==> config.mk <==
export PLATFORM = sky130hd
export DESIGN_NAME = apb_slave_mem_flat
export DESIGN_NICKNAME = d
export VERILOG_FILES = /design/src/rtl/apb_slave_mem_if.sv /design/src/rtl/apb_slave_mem.sv /design/src/flat_wrapper.sv
export SDC_FILE = /design/constraint.sdc
export NUM_CORES = 1
export LEC_CHECK = 0
export CAP_MARGIN = 40
export CORE_ASPECT_RATIO = 1.5
export CORE_MARGIN = 2
export CORE_UTILIZATION = 40
export CTS_BUF_LIST = sky130_fd_sc_hd__clkbuf_8 sky130_fd_sc_hd__clkbuf_16
export DETAILED_ROUTE_END_ITERATION = 8
export PLACE_DENSITY = 0.67
export SYNTH_ARGS = -nofsm -noshare
export SYNTH_HDL_FRONTEND = slang
export SYNTH_SLANG_ARGS = --single-unit
==> constraint.sdc <==
create_clock -name pclk -period 26.2 [get_ports pclk]
set_input_delay 3.93 -clock pclk [delete_from_list [all_inputs] [get_ports pclk]]
set_output_delay 3.93 -clock pclk [all_outputs]
set_load 0.005 [all_outputs]
==> src/rtl/apb_slave_mem_if.sv <==
// apb_slave_mem_if: APB bus signals between a master and the memory slave
interface apb_slave_mem_if #(
  parameter int ADDR_WIDTH = 8,
  parameter int DATA_WIDTH = 8
);
  logic                  psel;
  logic                  penable;
  logic                  pwrite;
  logic                  pwakeup;
  logic [ADDR_WIDTH-1:0] paddr;
  logic [DATA_WIDTH-1:0] pwdata;
  logic [DATA_WIDTH-1:0] prdata;
  logic                  pready;
  logic                  pslverr;
  modport master (output psel, penable, pwrite, pwakeup, paddr, pwdata, input prdata, pready, pslverr);
  modport slave (input psel, penable, pwrite, pwakeup, paddr, pwdata, output prdata, pready, pslverr);
endinterface

==> src/rtl/apb_slave_mem.sv <==
// apb_slave_mem: APB slave word memory with fixed wait states and error response
module apb_slave_mem #(
  parameter int ADDR_WIDTH  = 8,
  parameter int DATA_WIDTH  = 8,
  parameter int DEPTH       = 64,
  parameter int WAIT_CYCLES = 1
) (
  input logic            pclk,
  input logic            preset,
  apb_slave_mem_if.slave bus
);
  localparam int IW = DEPTH > 1 ? $clog2(DEPTH) : 1;
  localparam logic [3:0] WC = 4'(WAIT_CYCLES);
  localparam logic [ADDR_WIDTH:0] LIM = (ADDR_WIDTH+1)'(DEPTH);
  typedef enum logic [1:0] {IDLE, SETUP, ACCESS} state_t;
  state_t                state;
  logic [DATA_WIDTH-1:0] mem [DEPTH];
  logic [IW-1:0]         addr;
  logic [DATA_WIDTH-1:0] wdata;
  logic                  write;
  logic                  err;
  logic [3:0]            cnt;
  logic                  pready_q;
  logic                  pslverr_q;
  logic [DATA_WIDTH-1:0] prdata_q;
  logic                  setup_err;
  assign setup_err   = ({1'b0, bus.paddr} >= LIM) || !bus.pwakeup;
  assign bus.pready  = pready_q;
  assign bus.pslverr = pslverr_q;
  assign bus.prdata  = prdata_q;
  // The response is registered one edge ahead, so the ready cycle is decided on the preceding edge.
  always_ff @(posedge pclk or posedge preset)
    if (preset) begin
      state     <= IDLE;
      addr      <= '0;
      wdata     <= '0;
      write     <= 1'b0;
      err       <= 1'b0;
      cnt       <= 4'd0;
      pready_q  <= 1'b0;
      pslverr_q <= 1'b0;
      prdata_q  <= '0;
      for (int i = 0; i < DEPTH; i++) mem[i] <= '0;
    end else begin
      pready_q  <= 1'b0;
      pslverr_q <= 1'b0;
      prdata_q  <= '0;
      if (pready_q) begin
        if (write && !err) mem[addr] <= wdata;
        state <= IDLE;
        cnt   <= 4'd0;
      end else if (state == IDLE) begin
        if (bus.psel && !bus.penable) begin
          state <= SETUP;
          addr  <= bus.paddr[IW-1:0];
          wdata <= bus.pwdata;
          write <= bus.pwrite;
          err   <= setup_err;
          cnt   <= WC;
          if (WC == 4'd0) begin
            pready_q  <= 1'b1;
            pslverr_q <= setup_err;
            prdata_q  <= (!bus.pwrite && !setup_err) ? mem[bus.paddr[IW-1:0]] : '0;
          end
        end
      end else if (bus.psel && bus.penable) begin
        state <= ACCESS;
        cnt   <= cnt - 4'd1;
        if (cnt == 4'd1) begin
          pready_q  <= 1'b1;
          pslverr_q <= err;
          prdata_q  <= (!write && !err) ? mem[addr] : '0;
        end
      end else begin
        state <= IDLE;
        cnt   <= 4'd0;
      end
    end
endmodule
==> src/flat_wrapper.sv <==
// flat-port wrapper written by rule: the top's interface ports become plain ports
module apb_slave_mem_flat 
#(
  parameter int ADDR_WIDTH  = 8,
  parameter int DATA_WIDTH  = 8,
  parameter int DEPTH       = 64,
  parameter int WAIT_CYCLES = 1
)
  (pclk, preset, bus_psel, bus_penable, bus_pwrite, bus_pwakeup, bus_paddr, bus_pwdata, bus_prdata, bus_pready, bus_pslverr);
  apb_slave_mem_if #(.ADDR_WIDTH(ADDR_WIDTH), .DATA_WIDTH(DATA_WIDTH)) bus_i ();
  input logic pclk;
  input logic preset;
  input wire logic [$bits(bus_i.psel)-1:0] bus_psel;
  input wire logic [$bits(bus_i.penable)-1:0] bus_penable;
  input wire logic [$bits(bus_i.pwrite)-1:0] bus_pwrite;
  input wire logic [$bits(bus_i.pwakeup)-1:0] bus_pwakeup;
  input wire logic [$bits(bus_i.paddr)-1:0] bus_paddr;
  input wire logic [$bits(bus_i.pwdata)-1:0] bus_pwdata;
  output wire logic [$bits(bus_i.prdata)-1:0] bus_prdata;
  output wire logic [$bits(bus_i.pready)-1:0] bus_pready;
  output wire logic [$bits(bus_i.pslverr)-1:0] bus_pslverr;
  assign bus_i.psel = bus_psel;
  assign bus_i.penable = bus_penable;
  assign bus_i.pwrite = bus_pwrite;
  assign bus_i.pwakeup = bus_pwakeup;
  assign bus_i.paddr = bus_paddr;
  assign bus_i.pwdata = bus_pwdata;
  assign bus_prdata = bus_i.prdata;
  assign bus_pready = bus_i.pready;
  assign bus_pslverr = bus_i.pslverr;
  apb_slave_mem #(.ADDR_WIDTH(ADDR_WIDTH), .DATA_WIDTH(DATA_WIDTH), .DEPTH(DEPTH), .WAIT_CYCLES(WAIT_CYCLES)) u_core (.pclk(pclk), .preset(preset), .bus(bus_i));
endmodule
Yosys cells after proc, flatten, opt, wreduce, memory -nomap -nowiden
Cells that the tools add are included.
{"block": "classes", "n_addsub": 1, "n_mul": 0, "n_div": 0, "n_lt_le_gt_ge": 3, "n_eq_ne": 2, "shift": 0, "n_mux": 27, "bitwise": 2, "reduce_logical": 13}
{"op": "bitwise mux 512 bit", "count": 1}
{"op": "2-to-1 mux 8 bit", "count": 8}
{"op": "binary-select mux 8 bit (select 6 bit)", "count": 1}
{"op": "demux 8 bit (select 6 bit)", "count": 1}
{"op": "2-to-1 mux 4 bit", "count": 4}
{"op": ">= comparator 8 x 7 -> 1 bit, second input constant", "count": 1}
{"op": "2-to-1 mux 1 bit", "count": 8}
{"op": "2-to-1 mux 2 bit", "count": 4}
{"op": ">= comparator 7 bit, second input constant", "count": 1}
{"op": "< comparator 7 x 1 -> 1 bit, second input constant", "count": 1}
{"op": "NOT 6 -> 7 bit", "count": 1}
{"op": "logical AND 1 bit", "count": 5}
{"op": "equality test 4 x 1 -> 1 bit, second input constant", "count": 1}
{"op": "zero test 1 bit", "count": 4}
{"op": "subtractor 4 x 1 -> 4 bit, second input constant", "count": 1}
{"op": "!= test 3 x 2 -> 1 bit, second input constant", "count": 1}
{"op": "AND reduction 3 bit", "count": 1}
{"op": "zero test 2 bit", "count": 1}
{"op": "AND reduction 2 bit", "count": 1}
{"op": "logical OR 1 bit", "count": 1}
{"op": "NOT 1 bit", "count": 1}
{"block": "totals", "register_bits": 544, "latchBits": 0, "ramBits": 0, "rom_bits": 0, "input_bits": 22, "out_inout_bits": 10, "wordCells": 121, "memories": 0}

Depth between registers and ports, before layout
{"block": "depth", "ltp_word": 9, "depth_mapped": 9, "depth_no_buf": 6}

Least setup slack after synthesis
No wires, ideal clock.
{"block": "synth_timing", "kind": "input port to flip-flop", "from": "input bus_psel", "to": "register u_core.addr[5]", "setup_ns": 0.125, "arrival_time_ns": 5.007, "required_ns": 26.075, "slack_ns": 21.068, "path_stages": 5, "n_path_buf": 1, "path_cell_list": "nor2b_1 nand2_1 nor2_1 clkbuf_1 mux2_2"}
{"block": "synth_between", "elab_chain_len": 2}
{"item": "start, declared", "line_no": "flat_wrapper.sv:13", "text": "input wire logic [$bits(bus_i.psel)-1:0] bus_psel;"}
{"item": "logical AND 1 bit", "line_no": "apb_slave_mem.sv:53", "text": "if (bus.psel && !bus.penable) begin"}
{"item": "AND reduction 3 bit (no source line)"}
{"item": "end signal, assigned", "line_no": "apb_slave_mem.sv:55", "text": "addr <= bus.paddr[IW-1:0];"}
{"item": "end, declared", "line_no": "apb_slave_mem.sv:18", "text": "logic [IW-1:0] addr;"}
Every way passes these cells.
A chain may end at the register's enable or synchronous reset.

==> metrics.md <==
| Metric | Value |
|---|---|
| Outcome | `complete, no violations` |
| P_sw | `0.538 mW` |
| Yosys warns | `0` |
| Part of the Yosys area used for sequential elements | `0.549` |
| Sequential fraction of design power | `0.465` |
| Post-route cell area | `27,700 sq um` |
| GP Congestion | `just over 0.8` |
| MaxCap Viol Count | `0` |
| Critical path class | `in2async` |
| WL met3 | `2.65 mm` |
| Detailed Routing Iterations Pass 1 | `5` |
| Hold WC Path Type | `reg2reg` |
| P_int | `1.36 mW` |
| Fin. max-slew vios | `0` |
| Startpoint Class | `input port` |
| H-tree depth | `2` |
| Fin. Hold Viols | `0` |
| CTS sink cnt | `approximately 540` |
| Die Y | `roughly 300 um` |
| Met1 wire length | `about 25 mm` |
| First-pass GRT wire length | `97.1 mm` |
| Nets | `1,748` |
| Post CTS Setup Buffer Count | `0` |
| Drt via density | `around 5.8` |
| Placement Cell Area | `between 20,000 and 30,000 sq um` |
| Synth Cell Area | `approximately 25,000 sq um` |
| Die area | `64,000 sq um` |
| Largest cells by area after synthesis | `dfrtp_1 (55%), mux2_2 (23%), mux4_2 (6.0%)` |
| Setup Viol. Count Final | `0` |
| Fillers | `5,379` |
| Max VDD drop | `52.7 uV` |
| Area of the multi-input gates | `between 10,000 and 15,000 sq um` |
| Net Count, Synth | `roughly 1,800` |
| Fmax achieved | `~170 MHz` |
| Synth Flop Type | `dfrtp_1` |
| Total Neg Setup Slack | `0 ps` |
| Synthesis-stage register bit count | `544` |
| Pwr Density | `68.2 nW/um^2` |
| Most frequent cell after synthesis | `dfrtp_1` |
| Wire per inst | `approximately 25 um` |
| Dpl ws | `19,680 ps` |
| Core Area | `61,200 sq um` |
| Clock Skews | `around 22 ps` |
| Synth unique cells | `between 50 and 60` |
| Antenna viol nets, final | `0` |
| Register area | `13,600 sq um` |
| Slew HR | `0.406` |
| Clock Latency Late Sink | `610 ps` |
| Clock buffer depth | `3` |
| Met2 WL post-DR | `32.1 mm` |
| CTS root buffer | `clkbuf_16` |
| Final core occ | `0.453` |
| Worst Setup Slack, final | `~20,000 ps` |
| Die width | `207 um` |
| Post-synth EDFFs | `0` |
| Final wirelength | `between 60 and 70 mm` |
| Final Cycle Share | `0.223` |
| Post_cts resized | `0` |
| Finished Layout Cells | `2,558` |
| RSZ-0062 raised after global routing | `no` |
| Gr ovfl total | `0` |
| Mean Syn Cell Area | `14.3 sq um` |
| Initial antenna violation count | `0` |
| Comb power frac | `0.130` |
| Highest Signal Layer | `met4` |
| Crit path required time | `26,870 ps` |
| Clock share of power | `0.404` |
| Clock slew at reported path FFs | `~60 ps` |
| Top cell type's share of synthesized area | `0.549` |
| Vias in the first global route | `between 15,000 and 20,000` |
| Cts hold-fix bufs | `0` |
| DRT iter0 DRCs | `between 1,000 and 1,500` |
| DR vias | `14,914` |
| Dpl cells | `roughly 2,500` |
| Worst-path maximum fanout | `117` |
| Async SR Flop Fraction | `1.00` |
| Largest net degree at the start of global routing | `approximately 120` |
| Critical Path AT | `6500 ps` |
| Port buffer count | `31` |
| Overall Global Routing Usage | `0.196` |
| Synth top cells by count | `dfrtp_1 (544), mux2_2 (517), mux2i_1 (89), clkbuf_1 (87), mux4_2 (66)` |
| DP Wirelength | `40.6 mm` |
| Slew at the pin closest to its max-slew limit | `891 ps` |
| Net Sw Frac | `0.284` |
| Io pins | `32` |
| Initial Util | `0.405` |
| DRC Markers | `0` |
| Layout cells sized above 1 | `0.445` |
| TritonCTS clock tree | `built` |
| # rows | `111` |
| Minimum clock period | `5840 ps` |
| Area Overhead vs Synth | `12.0%` |
| Mapped Cells | `1,727` |
| ANT cells | `0` |
| Cell taking the most area after synthesis | `dfrtp_1` |
| P_leak | `13.2 nW` |
| CTS buffer count | `54` |
| CP endpoint kind | `async pin` |
per-stage QoR:
| stage | power, mW | hold WS (ps) |
|---|---|---|
| detailed placement | 1.14 | 475 |
| global route | 1.96 | 498 |
| CTS | 1.91 | 489 |
| global placement | 1.13 | 463 |
| finish | 1.89 | 488 |
| floorplan | 1.05 | 453 |
cell usage in the layout (no fill, tap or decap), types with 4 or more instances in the layout:
master           netlist  final
o21ai_0               22     22
mux2_2               517    517
buf_4                  1     28
inv_1                  3     13
clkinv_2               0     16
a21oi_1               33     33
a22oi_1               31     31
mux4_2                66     66
o21a_1                 5      5
mux2i_1               89     89
o211ai_1              10     10
a221oi_1              34     34
clkbuf_16              0     55
nor2_4                 8      8
nor2_2                26     28
nor2_1                35     33
nand3_1                9      9
mux2_1                15     15
buf_16                 0      4
nand2_2               25     25
dfrtp_2                0      8
dfrtp_1              544    533
clkbuf_8               0     12
and2_1                 5      5
a22o_1                 4      4
nand2_1               44     44
nor2b_1                8      8
o22ai_1               16     16
a31oi_1                6      6
clkdlybuf4s50_1        0     31
nor3_1                 7      7
sequential cells by signal (all words and copies together), names as in the netlist:
| name | cells |
|---|---|
| u_core.state | 2 |
| u_core.cnt | 4 |
| u_core.bus.pslverr | 1 |
| u_core.addr | 6 |
| u_core.write | 1 |
| u_core.err | 1 |
| u_core.mem | 512 |
| u_core.bus.prdata | 8 |
| u_core.bus.pready | 1 |
| u_core.wdata | 8 |
worst max-delay path, stage by stage:
cell and delay, ps:
clkdlybuf4s50_1 490, inv_8 200, buf_16 470, buf_4 330
buf_16 290, buf_4 630
power by group through the flow:
stage | Combinational, mW | Clock, mW | Sequential, mW
after floorplan | 0.178 | 0 | 0.868
after global placement | 0.235 | 0 | 0.900
after detailed placement | 0.247 | 0 | 0.896
after CTS | 0.247 | 0.781 | 0.880
after global routing | 0.263 | 0.812 | 0.882
final | 0.247 | 0.766 | 0.881
cells by family (layout without fill, tap and decap cells):
kind of cell             after synthesis  after routing  synth area share
multiplexers                         687            687             0.338
flip-flops                           544            544             0.549
AND/OR/NAND/NOR                      186            186            0.0407
AO/OA/AOI/OAI                        177            177            0.0497
buffers and inverters                131            171            0.0215
adder cells (fa/ha/maj)                2              2           0.00101
worst paths after layout:
kind / from / to / slack (ps) / cells after the start
setup / recovery: preset / u_core.mem[321] / 20360 / 6
hold / removal: u_core.mem[260] / u_core.mem[260] / 490 / 1
setup reg to reg: u_core.addr[1] / u_core.mem[14] / 22300 / 7
hold reg to reg: u_core.mem[260] / u_core.mem[260] / 490 / 1
max in group pclk: u_core.bus.pready / bus_pready / 20610 / 1
min in group asynchronous: preset / u_core.mem[101] / 3670 / 2
cell type report:
type	instances	share of cell area
Sequential cell	544	0.491
Multi-Input combinational cell	1052	0.383
Tap cell	791	0.0357
Inverter	5	0.000947
Clock buffer	67	0.0556
Clock inverter	32	0.00744
Timing Repair Buffer	67	0.0254
metal layers:
| metal | up-vias | global-route usage |
|---|---|---|
| met5 | - | 0 |
| met4 | 0 | 0.0837 |
| met1 | 8037 | 0.243 |
| met3 | 131 | 0.0270 |
| li1 | 6355 | - |
| met2 | 391 | 0.345 |
Power figures use the tool's default switching activity.
